[src/rtl/pipeline_pkg.sv]
// Shared decode constants, control-word layout and ID/EX register layout for the pipeline.
package pipeline_pkg;

  localparam logic [5:0] OP_RTYPE = 6'h00;
  localparam logic [5:0] OP_J     = 6'h02;
  localparam logic [5:0] OP_JAL   = 6'h03;
  localparam logic [5:0] OP_BEQ   = 6'h04;
  localparam logic [5:0] OP_BNE   = 6'h05;
  localparam logic [5:0] OP_ADDI  = 6'h08;
  localparam logic [5:0] OP_ADDIU = 6'h09;
  localparam logic [5:0] OP_SLTI  = 6'h0a;
  localparam logic [5:0] OP_SLTIU = 6'h0b;
  localparam logic [5:0] OP_ANDI  = 6'h0c;
  localparam logic [5:0] OP_ORI   = 6'h0d;
  localparam logic [5:0] OP_LUI   = 6'h0f;
  localparam logic [5:0] OP_LW    = 6'h23;
  localparam logic [5:0] OP_SW    = 6'h2b;

  localparam logic [5:0] FN_SLL  = 6'h00;
  localparam logic [5:0] FN_SRL  = 6'h02;
  localparam logic [5:0] FN_SRA  = 6'h03;
  localparam logic [5:0] FN_JR   = 6'h08;
  localparam logic [5:0] FN_JALR = 6'h09;
  localparam logic [5:0] FN_ADD  = 6'h20;
  localparam logic [5:0] FN_ADDU = 6'h21;
  localparam logic [5:0] FN_SUB  = 6'h22;
  localparam logic [5:0] FN_SUBU = 6'h23;
  localparam logic [5:0] FN_AND  = 6'h24;
  localparam logic [5:0] FN_OR   = 6'h25;
  localparam logic [5:0] FN_XOR  = 6'h26;
  localparam logic [5:0] FN_NOR  = 6'h27;
  localparam logic [5:0] FN_SLT  = 6'h2a;
  localparam logic [5:0] FN_SLTU = 6'h2b;

  localparam logic [5:0] ALU_ADD = 6'b000000;
  localparam logic [5:0] ALU_SUB = 6'b000001;
  localparam logic [5:0] ALU_AND = 6'b011000;
  localparam logic [5:0] ALU_OR  = 6'b011110;
  localparam logic [5:0] ALU_XOR = 6'b010110;
  localparam logic [5:0] ALU_NOR = 6'b010001;
  localparam logic [5:0] ALU_SLL = 6'b100000;
  localparam logic [5:0] ALU_SRL = 6'b100001;
  localparam logic [5:0] ALU_SRA = 6'b100011;
  localparam logic [5:0] ALU_SLT = 6'b110101;

  localparam logic [1:0] MTR_ALU = 2'b00;
  localparam logic [1:0] MTR_MEM = 2'b01;
  localparam logic [1:0] MTR_PC4 = 2'b10;

  localparam logic [1:0] RD_RD = 2'b00;
  localparam logic [1:0] RD_RT = 2'b01;
  localparam logic [1:0] RD_RA = 2'b10;

  // Field order fixes the bit positions: reg_write is bit 16, valid is bit 0.
  typedef struct packed {
    logic       reg_write;
    logic       mem_read;
    logic       mem_write;
    logic [1:0] mem_to_reg;
    logic [1:0] reg_dst;
    logic       alu_src_a;
    logic       alu_src_b;
    logic [5:0] alu_fun;
    logic       sign;
    logic       valid;
  } ctrl_t;

  // ID/EX layout, MSB first: pc4 [159:128] ... ctrl [16:0].
  typedef struct packed {
    logic [31:0] pc4;
    logic [31:0] rs_data;
    logic [31:0] rt_data;
    logic [31:0] imm_ext;
    logic [4:0]  rs;
    logic [4:0]  rt;
    logic [4:0]  dst;
    ctrl_t       ctrl;
  } idex_t;

  typedef enum logic [1:0] { IMM_SEXT, IMM_ZEXT, IMM_LUI } imm_kind_e;

  typedef enum logic { ST_RUN, ST_STALL } id_state_e;

endpackage

[src/rtl/control_decoder.sv]
// Instruction decode: control word, destination register, immediate kind and source/branch flags.
// Purely combinational; an all-zero instruction decodes to an all-zero control word.
module control_decoder
  import pipeline_pkg::*;
(
  input  logic [31:0] i_instr,
  output ctrl_t       o_ctrl,
  output logic [4:0]  o_dst,
  output imm_kind_e   o_imm_kind,
  output logic        o_uses_rs,
  output logic        o_uses_rt,
  output logic        o_is_beq,
  output logic        o_is_bne,
  output logic        o_is_j,
  output logic        o_is_jr
);

  logic [5:0] w_op;
  logic [5:0] w_fn;
  logic [5:0] w_r_fun;
  logic       w_r_sign;
  logic       w_r_alu;
  logic       w_r_shift;
  logic       w_is_imm;
  logic [4:0] w_dst_sel;
  ctrl_t      w_ctrl;

  assign w_op = i_instr[31:26];
  assign w_fn = i_instr[5:0];

  always_comb begin
    w_r_fun   = ALU_ADD;
    w_r_sign  = 1'b0;
    w_r_alu   = 1'b1;
    w_r_shift = 1'b0;
    case (w_fn)
      FN_ADD:  w_r_sign = 1'b1;
      FN_ADDU: w_r_fun  = ALU_ADD;
      FN_SUB:  begin w_r_fun = ALU_SUB; w_r_sign = 1'b1; end
      FN_SUBU: w_r_fun  = ALU_SUB;
      FN_AND:  w_r_fun  = ALU_AND;
      FN_OR:   w_r_fun  = ALU_OR;
      FN_XOR:  w_r_fun  = ALU_XOR;
      FN_NOR:  w_r_fun  = ALU_NOR;
      FN_SLT:  begin w_r_fun = ALU_SLT; w_r_sign = 1'b1; end
      FN_SLTU: w_r_fun  = ALU_SLT;
      FN_SLL:  begin w_r_fun = ALU_SLL; w_r_shift = 1'b1; end
      FN_SRL:  begin w_r_fun = ALU_SRL; w_r_shift = 1'b1; end
      FN_SRA:  begin w_r_fun = ALU_SRA; w_r_shift = 1'b1; end
      default: w_r_alu  = 1'b0;
    endcase
  end

  always_comb begin
    w_ctrl     = '0;
    o_imm_kind = IMM_SEXT;
    o_uses_rs  = 1'b0;
    o_uses_rt  = 1'b0;
    o_is_beq   = 1'b0;
    o_is_bne   = 1'b0;
    o_is_j     = 1'b0;
    o_is_jr    = 1'b0;
    w_is_imm   = 1'b0;
    if (i_instr != 32'd0) begin
      w_ctrl.valid = 1'b1;
      case (w_op)
        OP_RTYPE: begin
          if (w_fn == FN_JR || w_fn == FN_JALR) begin
            o_is_jr   = 1'b1;
            o_uses_rs = 1'b1;
            if (w_fn == FN_JALR) begin
              w_ctrl.reg_write  = 1'b1;
              w_ctrl.mem_to_reg = MTR_PC4;
            end
          end else if (w_r_alu) begin
            w_ctrl.reg_write = 1'b1;
            w_ctrl.alu_fun   = w_r_fun;
            w_ctrl.sign      = w_r_sign;
            w_ctrl.alu_src_a = w_r_shift;
            o_uses_rs        = !w_r_shift;
            o_uses_rt        = 1'b1;
          end
        end
        OP_J:   o_is_j = 1'b1;
        OP_JAL: begin
          o_is_j            = 1'b1;
          w_ctrl.reg_write  = 1'b1;
          w_ctrl.mem_to_reg = MTR_PC4;
          w_ctrl.reg_dst    = RD_RA;
        end
        OP_BEQ, OP_BNE: begin
          o_is_beq       = (w_op == OP_BEQ);
          o_is_bne       = (w_op == OP_BNE);
          o_uses_rs      = 1'b1;
          o_uses_rt      = 1'b1;
          w_ctrl.alu_fun = ALU_SUB;
          w_ctrl.sign    = 1'b1;
        end
        OP_ADDI:  begin w_is_imm = 1'b1; w_ctrl.sign = 1'b1; end
        OP_ADDIU: w_is_imm = 1'b1;
        OP_SLTI:  begin w_is_imm = 1'b1; w_ctrl.alu_fun = ALU_SLT; w_ctrl.sign = 1'b1; end
        OP_SLTIU: begin w_is_imm = 1'b1; w_ctrl.alu_fun = ALU_SLT; end
        OP_ANDI:  begin w_is_imm = 1'b1; w_ctrl.alu_fun = ALU_AND; o_imm_kind = IMM_ZEXT; end
        OP_ORI:   begin w_is_imm = 1'b1; w_ctrl.alu_fun = ALU_OR;  o_imm_kind = IMM_ZEXT; end
        OP_LUI:   begin w_is_imm = 1'b1; o_imm_kind = IMM_LUI; end
        OP_LW: begin
          w_ctrl.reg_write  = 1'b1;
          w_ctrl.mem_read   = 1'b1;
          w_ctrl.mem_to_reg = MTR_MEM;
          w_ctrl.reg_dst    = RD_RT;
          w_ctrl.alu_src_b  = 1'b1;
          w_ctrl.sign       = 1'b1;
          o_uses_rs         = 1'b1;
        end
        OP_SW: begin
          w_ctrl.mem_write = 1'b1;
          w_ctrl.alu_src_b = 1'b1;
          w_ctrl.sign      = 1'b1;
          o_uses_rs        = 1'b1;
          o_uses_rt        = 1'b1;
        end
        default: w_ctrl.valid = 1'b1;
      endcase
      if (w_is_imm) begin
        w_ctrl.reg_write = 1'b1;
        w_ctrl.reg_dst   = RD_RT;
        w_ctrl.alu_src_b = 1'b1;
        o_uses_rs        = (w_op != OP_LUI);
      end
    end
  end

  assign w_dst_sel = (w_ctrl.reg_dst == RD_RA) ? 5'd31 :
                     (w_ctrl.reg_dst == RD_RT) ? i_instr[20:16] : i_instr[15:11];
  assign o_dst     = w_ctrl.reg_write ? w_dst_sel : 5'd0;

  // Writes to $0 are architecturally dropped, so they must not look like producers to hazard logic.
  always_comb begin
    o_ctrl = w_ctrl;
    if (o_dst == 5'd0) o_ctrl.reg_write = 1'b0;
  end

endmodule

[src/rtl/id_stage.sv]
// Decode stage: decode, same-cycle branch/jump resolution, hazard stall FSM and the ID/EX register.
// One-cycle latency to ID_EX; hazards hold PC/IF_ID and inject a bubble, status forces a bubble without holding.
module id_stage
  import pipeline_pkg::*;
(
  input  logic         clk,
  input  logic         rst_n,
  input  logic [95:0]  IF_ID,
  input  logic [1:0]   status,
  output logic [4:0]   rs_addr,
  output logic [4:0]   rt_addr,
  input  logic [31:0]  rs_data,
  input  logic [31:0]  rt_data,
  input  logic         mem_MemRead,
  input  logic [4:0]   mem_dst,
  output logic         PC_IF_ID_Write,
  output logic [2:0]   select_PC_next,
  output logic [31:0]  branch_target,
  output logic [31:0]  jump_target,
  output logic [31:0]  jr_target,
  output logic [159:0] ID_EX
);

  logic [31:0] w_instr;
  logic [31:0] w_pc4;
  logic [31:0] w_sext;
  logic [31:0] w_imm_ext;
  logic [30:0] w_br_sum;
  logic        w_unused_prev_pc4;
  ctrl_t       w_ctrl;
  logic [4:0]  w_dst;
  imm_kind_e   w_imm_kind;
  logic        w_uses_rs, w_uses_rt, w_is_beq, w_is_bne, w_is_j, w_is_jr;
  logic        w_src_ex, w_src_mem, w_load_use, w_ctrl_hz, w_hazard, w_status, w_issue, w_z;
  idex_t       w_dec;
  idex_t       r_id_ex;
  id_state_e   r_state;

  assign w_instr           = IF_ID[31:0];
  assign w_pc4             = IF_ID[63:32];
  assign w_unused_prev_pc4 = ^IF_ID[95:64];
  assign rs_addr           = w_instr[25:21];
  assign rt_addr           = w_instr[20:16];

  control_decoder u_dec (
    .i_instr    (w_instr),
    .o_ctrl     (w_ctrl),
    .o_dst      (w_dst),
    .o_imm_kind (w_imm_kind),
    .o_uses_rs  (w_uses_rs),
    .o_uses_rt  (w_uses_rt),
    .o_is_beq   (w_is_beq),
    .o_is_bne   (w_is_bne),
    .o_is_j     (w_is_j),
    .o_is_jr    (w_is_jr)
  );

  assign w_sext = {{16{w_instr[15]}}, w_instr[15:0]};
  always_comb begin
    case (w_imm_kind)
      IMM_ZEXT: w_imm_ext = {16'd0, w_instr[15:0]};
      IMM_LUI:  w_imm_ext = {w_instr[15:0], 16'd0};
      default:  w_imm_ext = w_sext;
    endcase
  end

  // Branch arithmetic stays inside the current 2 GB half: bit 31 of PC+4 is carried through untouched.
  assign w_br_sum      = w_pc4[30:0] + {w_sext[28:0], 2'b00};
  assign branch_target = {w_pc4[31], w_br_sum};
  assign jump_target   = {w_pc4[31:28], w_instr[25:0], 2'b00};
  assign jr_target     = rs_data;

  assign w_src_ex   = (w_uses_rs && rs_addr == r_id_ex.dst) || (w_uses_rt && rt_addr == r_id_ex.dst);
  assign w_src_mem  = (w_uses_rs && rs_addr == mem_dst)     || (w_uses_rt && rt_addr == mem_dst);
  assign w_load_use = r_id_ex.ctrl.mem_read && (r_id_ex.dst != 5'd0) && w_src_ex;
  assign w_ctrl_hz  = (w_is_beq || w_is_bne || w_is_jr) &&
                      ((r_id_ex.ctrl.reg_write && (r_id_ex.dst != 5'd0) && w_src_ex) ||
                       (mem_MemRead && (mem_dst != 5'd0) && w_src_mem));
  assign w_hazard   = w_load_use || w_ctrl_hz;
  assign w_status   = |status;
  assign w_issue    = !w_status && !w_hazard;
  assign w_z        = (w_is_beq && (rs_data == rt_data)) || (w_is_bne && (rs_data != rt_data));

  assign PC_IF_ID_Write = w_status || !w_hazard;
  assign select_PC_next = w_issue ? {w_z, w_is_j, w_is_jr} : 3'b000;

  assign w_dec = '{pc4: w_pc4, rs_data: rs_data, rt_data: rt_data, imm_ext: w_imm_ext,
                   rs: rs_addr, rt: rt_addr, dst: w_dst, ctrl: w_ctrl};

  always_ff @(posedge clk or negedge rst_n) begin
    if (!rst_n) begin
      r_id_ex <= '0;
      r_state <= ST_RUN;
    end else begin
      r_id_ex <= (w_issue && w_ctrl.valid) ? w_dec : idex_t'('0);
      case (r_state)
        ST_RUN:   if (w_hazard && !w_status) r_state <= ST_STALL;
        ST_STALL: if (!w_hazard || w_status) r_state <= ST_RUN;
      endcase
    end
  end

  assign ID_EX = r_id_ex;

endmodule

[config.mk]
export PLATFORM = sky130hd
export DESIGN_NAME = id_stage
export DESIGN_NICKNAME = d
export VERILOG_FILES = /design/src/rtl/pipeline_pkg.sv /design/src/rtl/control_decoder.sv /design/src/rtl/id_stage.sv
export SDC_FILE = /design/constraint.sdc
export NUM_CORES = 1
export LEC_CHECK = 0
export BUFFER_PORTS_ARGS = -buffer_cell sky130_fd_sc_hd__buf_2
export CAP_MARGIN = 20
export CORE_AREA = 3 3 168 170
export CTS_BUF_LIST = sky130_fd_sc_hd__clkbuf_16
export CTS_CLUSTER_DIAMETER = 40
export CTS_CLUSTER_SIZE = 10
export DETAILED_ROUTE_END_ITERATION = 8
export DIE_AREA = 0 0 171 173
export SLEW_MARGIN = 10
export SYNTH_ARGS = -nofsm -noshare
export SYNTH_HDL_FRONTEND = slang
export SYNTH_SLANG_ARGS = --single-unit
[constraint.sdc]
create_clock -name clk -period 7.4 [get_ports clk]
set_input_delay 1.11 -clock clk [delete_from_list [all_inputs] [get_ports clk]]
set_output_delay 1.11 -clock clk [all_outputs]
set_load 0.03 [all_outputs]
==> results of run 1 <==
## worst max-delay path, delay by kind of cell
kind	cells	cell delay (ns)
and+or+nand+nor	4	0.81
AOI/OAI and AO/OA	3	0.79
adders and majority gates	2	0.65
buffers and inverters	3	0.51
## Yosys cell counts, types with 2 or more instances
cell | n | share of area [%]
nor2b_1 | 7 | 0.50
o211ai_1 | 5 | 0.42
buf_4 | 78 | 6.6
a21oi_1 | 46 | 2.6
xor2_1 | 52 | 5.2
a311oi_1 | 3 | 0.30
nand2b_1 | 11 | 0.78
and3b_1 | 2 | 0.20
buf_2 | 11 | 0.62
dfrtp_1 | 159 | 45
ha_1 | 30 | 4.2
clkbuf_1 | 33 | 1.4
nand2_1 | 51 | 2.2
o21ai_0 | 20 | 1.1
or4_1 | 6 | 0.51
buf_6 | 9 | 1.1
nor3_1 | 57 | 3.2
o311ai_0 | 2 | 0.20
o21bai_1 | 3 | 0.25
a21o_1 | 9 | 0.76
a31oi_1 | 3 | 0.21
o21a_1 | 7 | 0.59
a21boi_0 | 2 | 0.17
nand4_1 | 8 | 0.57
inv_1 | 17 | 0.72
nor4_1 | 22 | 1.6
or3_1 | 2 | 0.14
a31o_2 | 2 | 0.20
o31a_1 | 2 | 0.20
and2_1 | 3 | 0.21
xnor2_1 | 20 | 2.0
mux2i_1 | 5 | 0.57
nor3b_1 | 108 | 9.2
a211oi_1 | 11 | 0.93
nor2_1 | 38 | 1.6
and3_1 | 6 | 0.42
nand3_1 | 16 | 0.91
or2_2 | 4 | 0.28
## final timing paths
| check | depth (start not counted) | startpoint | end |
|---|---|---|---|
| hold reg to reg | 4 | ID_EX[12]$_DFF_PN0_ | ID_EX[10]$_DFF_PN0_ |
| hold / removal | 1 | rst_n | ID_EX[128]$_DFF_PN0_ |
| max in group asynchronous | 2 | rst_n | ID_EX[82]$_DFF_PN0_ |
| min in group clk | 2 | IF_ID[32] | ID_EX[128]$_DFF_PN0_ |
| setup / recovery | 12 | IF_ID[0] | branch_target[26] |
| setup reg to reg | 8 | ID_EX[20]$_DFF_PN0_ | ID_EX[109]$_DFF_PN0_ |
## routing by layer
| metal | routed length, um | vias up | global-route usage [%] |
|---|---|---|---|
| li1 | - | 3651 | - |
| met1 | 12700 | 3798 | 24.8 |
| met2 | 16400 | 335 | 37.5 |
| met3 | 2370 | 29 | 5.44 |
| met4 | 480 | 2 | 5.23 |
| met5 | 13 | - | 0 |
## metrics by stage
stage	setup WS, ns	utilization [%]	power [mW]	instance area (um2)	cells
after global placement	2.45	39.0	1.52	10500	1513
after global routing	2.20	41.1	2.49	11000	1547
after detailed placement	2.43	39.0	1.53	10500	1513
after floorplan	2.61	-	1.33	8840	892
after CTS	2.40	41.1	2.41	11000	1545
final	2.41	41.1	2.38	11100	1548
## kinds of logic after synthesis
group           count (synthesis)  synth area share, %
flops                         159                 45.0
fa+ha+maj                      31                 4.47
mux                             6                0.694
buf+inv                       148                 10.5
other cells                     1               0.0424
xor+xnor                       72                 7.13
simple gates                  346                 22.8
compound gates                128                 9.32
## power breakdown
part,internal (mW),switching (mW),total [mW]
clock,0.443,0.424,0.867
combinational,0.183,0.419,0.602
sequential,0.898,0.00863,0.907
## final cells by class
type | count | area share [%]
repair buffers | 411 | 18.8
clock buffers | 17 | 3.85
inverters | 17 | 0.577
multi-input cells | 585 | 35.7
flip-flops and latches | 159 | 36.0
well taps | 341 | 3.86
clock inverters | 15 | 1.12
diodes | 3 | 0.0679
## cells in the final DEF (no fill, tap or decap), drive strengths merged, types with 6 or more instances in the layout
cell and count:
buf 411, nand2 51, clkbuf 17, o21ai 21, nor3b 108, nand4 8, xor2 52, nor2 38
a21oi 46, xnor2 20, a21o 9, dfrtp 159, and3 6, nor2b 7, inv 27, nor3 57
or4 6, a211oi 11, nand2b 11, o21a 7, ha 30, nand3 17, nor4 23
==> impl_results.md, run 1 <==
* Status: finished, final reports clean
* Largest register FFs at between 150 and 200
* Main synth FF type: dfrtp_1
* TritonRoute pass-1 iters at 5
* Post-synth EDFFs at 0
* Pins Over Slew Limit at 0
* Antenna violations before repair at 4
* H-Tree Level Count at 4
* Min Hold Slack at 0.693 ns
* Synth Area per Inst at 9.92 um2
* HPWL after DPL at 23900 um
* Vias in the first global route at 7860
* Hold Buf Count CTS at 0
* Post-synthesis sequential area ratio at 45.0%
* Worst slew pin tran at slightly above 1 ns
* Num CTS Buffers at 17
* RSZ-0062 raised after global routing: no
* Max_cap viols at 0
* Max Buffers Root-to-Sink at 2
* First-pass GRT wire length at around 47000 um
* Fin crit period at about 5 ns
* Hold crit path type: in -> async
* Fin Clk Skew at 0.0136 ns
* Total grt overflow at 0
* Die area at 29600 um2
* Die W at 171 um
* Routed vias/inst at 5.05
* Worst vdd ir at ~0.09 mV
* Worst-path clk slew at around 0.08 ns
* Placer Congestion at 0.864
* Area Growth Syn to Fin at 25.0%
* Fmax at about 0.20 GHz
* Chip height at roughly 170 um
* CP required at roughly 6.3 ns
* Vias at 7815
* Leak at between 5 and 6 nW
* Nets at ~1400
* IO Pins at 440
* Critical path arrival at 3.88 ns
* CP Capture Type: primary output
* Clock latency on the worst-skew pair at 0.43 ns
* Max FO, Critical Path at 12
* Layout cells sized above 1 at 37.6%
* Largest net degree at the start of global routing at 85
* Postcts setup bufs at 0
* Yosys cell types at slightly below 60
* Crit path kind: in -> out
* Yosys Warn Count at 0
* Final total negative setup slack at 0 ns
* CTS root buf: clkbuf_16
* Synthesis-stage register bit count at 159
* Number of fill cells at 2704
* Routed Antenna Nets at 0
* Max stage delay on crit path at 0.40 ns
* Total track usage at between 20% and 30%
* Final hold vios at 0
* DRC violations left at 0
* Sink Count at 159
* WL/cell at 20.7 um
* Starting Density at 32.9%
* Multi-input gate area at 3950 um2
* CTS tree: yes
* Detailed Route WL at 32000 um
* Critical path, cell by cell: buf_2 > ha_1 > inv_1 > fa_1 > nand2b_1 > a21oi_1 > o211ai_1 > a21oi_1 > nor3_1 > or3_1 > nand3_1 > buf_2
* Synthesized area at roughly 8800 um2
* FF/Latch Area at 3980 um2
* Ys async rst share at 100%
* Buffers added on ports at slightly above 400
* Final setup vio count at 0
* DRT iter0 DRCs at ~450
* Crit path max-delay cell type: fa_1
* Final Cycle Share at 67.4%
* Rel. slew slack at 32.7%
* Placeable Area at 26900 um2
* Pwr per Cell Area at 215 nW/um2
* Syn Inst Count at around 890
* Post-CTS resize count at 0
* Std-Cell Rows at 60
* CP Launch Type: input pin
* R2R setup slack at 4.33 ns
Note: power is estimated with default switching activity, not from simulation.
==> run 2: changes to the inputs <==
- clock period: 7.4 -> 4.15 ns (I/O delays scaled with it)
==> run 2 against run 1 <==
  * Flip-flop and latch count unchanged
  * Sequential power increased by 79%
  * Clock-buffer cell count is the same
  * Sequential share of layout area decreased by 0.57 points
  * Hold slack worse by 0.46 ns
  * Largest cell class unchanged
  * Final area rose by 1.6%
  * Register-to-register slack worse by 2.6 ns
==> impl_results.md, run 2 (synthesized netlist as in run 1, its figures left out) <==
* Status: finished, final reports clean
* Vias at 7855 (+0.51%)
* HPWL after DPL at 24100 um (+0.69%)
* Layout cells sized above 1 at 38.5% (+0.87 points)
* Vias in the first global route at 8083 (+2.8%)
* Postcts setup bufs at 0 (unchanged)
* Post-CTS resize count at 0 (unchanged)
* Worst vdd ir at 0.199 mV (+120%)
* Final total negative setup slack at 0 ns (unchanged)
* Detailed Route WL at 32000 um (-0.11%)
* CP Capture Type: primary output
* Max Buffers Root-to-Sink at 2 (unchanged)
* Placer Congestion at 0.894 (+3.5%)
* Largest register FFs at 159 (unchanged)
* Nets at 1409 (+1.2%)
* Commonest non-fill, non-tap cell in the layout: buf_2
* Starting Density at 32.9% (unchanged)
* FF/Latch Area at 3980 um2 (unchanged)
* Routed Antenna Nets at 0 (unchanged)
* First-pass GRT wire length at 48000 um (+1.3%)
* RR Startpoint: ID_EX[17]$_DFF_PN0_
* WL/cell at 20.4 um (-1.1%)
* TritonRoute pass-1 iters at 4 (-1)
* Number of fill cells at 2694 (-0.37%)
* CP Launch Type: input pin
* RSZ-0062 raised after global routing: no
* Fmax at around 0.25 GHz
* Hold Buf Count CTS at 0 (unchanged)
* R2R setup slack at 1.76 ns (-2.57 ns)
* Worst r2r dst: ID_EX[53]$_DFF_PN0_
* Hold crit path type: in -> async
* Final Cycle Share at 94.9%
* Largest net degree at the start of global routing at 85 (unchanged)
* DRC violations left at 0 (unchanged)
* CP required at 3.53 ns (-2.76 ns)
* Num CTS Buffers at 17 (unchanged)
* Die area at 29600 um2 (unchanged)
* Critical path arrival at 3.32 ns (-0.56 ns)
* CTS tree: yes
* Crit path kind: in -> out
* Final hold vios at 0 (unchanged)
* R2R cell count at 8 (unchanged)
* Final setup vio count at 0 (unchanged)
* Fin Clk Skew at 0.0138 ns (+0.000201 ns)
* Die W at 171 um (unchanged)
* Routed vias/inst at 5.02 (-0.52%)
* Std-Cell Rows at 60 (unchanged)
* Rel. slew slack at 46.7% (+14 points)
* Worst setup margin at 0.211 ns (-2.20 ns)
* Antenna violations before repair at 3 (-1)
* Sink Count at 159 (unchanged)
* Multi-input gate area at 3950 um2 (unchanged)
* Worst slew pin tran at 0.800 ns (-0.210 ns)
* Max_cap viols at 0 (unchanged)
* Total grt overflow at 0 (unchanged)
* Buffers added on ports at 405 (unchanged)
* DRT iter0 DRCs at 381 (-15%)
* Clock latency on the worst-skew pair at 0.43 ns (about the same)
* IO Pins at 440 (unchanged)
* Fin crit period at around 4 ns
* Placeable Area at 26900 um2 (unchanged)
* DP Worst Slack at 0.312 ns (-2.11 ns)
* Area Growth Syn to Fin at 27.0%
* Total track usage at 21.2% (+0.24 points)
* CTS root buf: clkbuf_16
* Chip height at 173 um (unchanged)
* Pwr per Cell Area at 377 nW/um2 (+75%)
* Worst-path clk slew at 0.08 ns (about the same)
* Pins Over Slew Limit at 0 (unchanged)
* H-Tree Level Count at 4 (unchanged)
* Max FO, Critical Path at 4 (-8)
* Leak at 5.79 nW (+1.7%)
* Most frequent cells in the layout: 404 x buf_2, 159 x dfrtp_1, 108 x nor3b_1
[run 2: changes by cell type in the layout (fill, tap and decap cells not counted), sizes merged]
cell	change
diode	-1
clkinv	+1
buf	+17
clkinvlp	+1
inv	-2
[run 2: layer usage]
metal	GRT usage [%]	vias up	wire length [um]	part of all wire (%)
li1	-	3685	-	-
met1	24.5	3785	12300	38
met2	37.5	339	16300	51
met3	5.83	46	2580	8.1
met4	6.91	0	824	2.6
met5	0	-	0	0
[run 2: critical path, cell delays in order]
cell      delay, ns
buf_2          0.11
ha_1           0.35
a21o_1         0.19
or3_1          0.32
o211ai_1       0.30
a21oi_1        0.18
nor4_1         0.60
nor2_1         0.16
a211oi_1       0.24
buf_2          0.24
[run 2: cell type report]
type | instances | share of cell area [%]
tap | 341 | 3.80
antenna | 2 | 0.0446
clock buffer | 17 | 3.79
multi-input combinational | 585 | 35.1
inverter | 17 | 0.568
sequential | 159 | 35.4
timing repair buffer | 428 | 20.1
clock inverter | 15 | 1.11
[run 2: worst max path at each step]
stage                     cells past startpoint  slack [ns]                end  startpoint
after CTS                                    10        0.28  branch_target[30]    IF_ID[5]
after detailed placement                     10        0.31  branch_target[30]    IF_ID[5]
after floorplan                              10        0.34  branch_target[30]    IF_ID[1]
final                                        10        0.21  branch_target[30]    IF_ID[5]
after global routing                         10        0.06  branch_target[30]    IF_ID[5]
after global placement                       10        0.27  branch_target[30]    IF_ID[5]
[run 2: metrics by stage]
| step | utilization (%) | area, um2 | hold slack (ns) | cells | power (mW) |
|---|---|---|---|---|---|
| after floorplan | - | 8840 | 0.327 | 892 | 2.38 |
| after global placement | 39.7 | 10700 | 0.740 | 1530 | 2.73 |
| after detailed placement | 39.7 | 10700 | 0.743 | 1530 | 2.74 |
| after CTS | 41.8 | 11200 | 0.276 | 1562 | 4.29 |
| after global routing | 41.8 | 11200 | 0.279 | 1563 | 4.44 |
| final | 41.8 | 11200 | 0.229 | 1564 | 4.23 |
[run 2: power by group]
group	internal [mW]	switching (mW)	leakage, nW
sequential	1.60	0.0145	2.15
combinational	0.342	0.750	3.37
clock	0.787	0.737	0.266
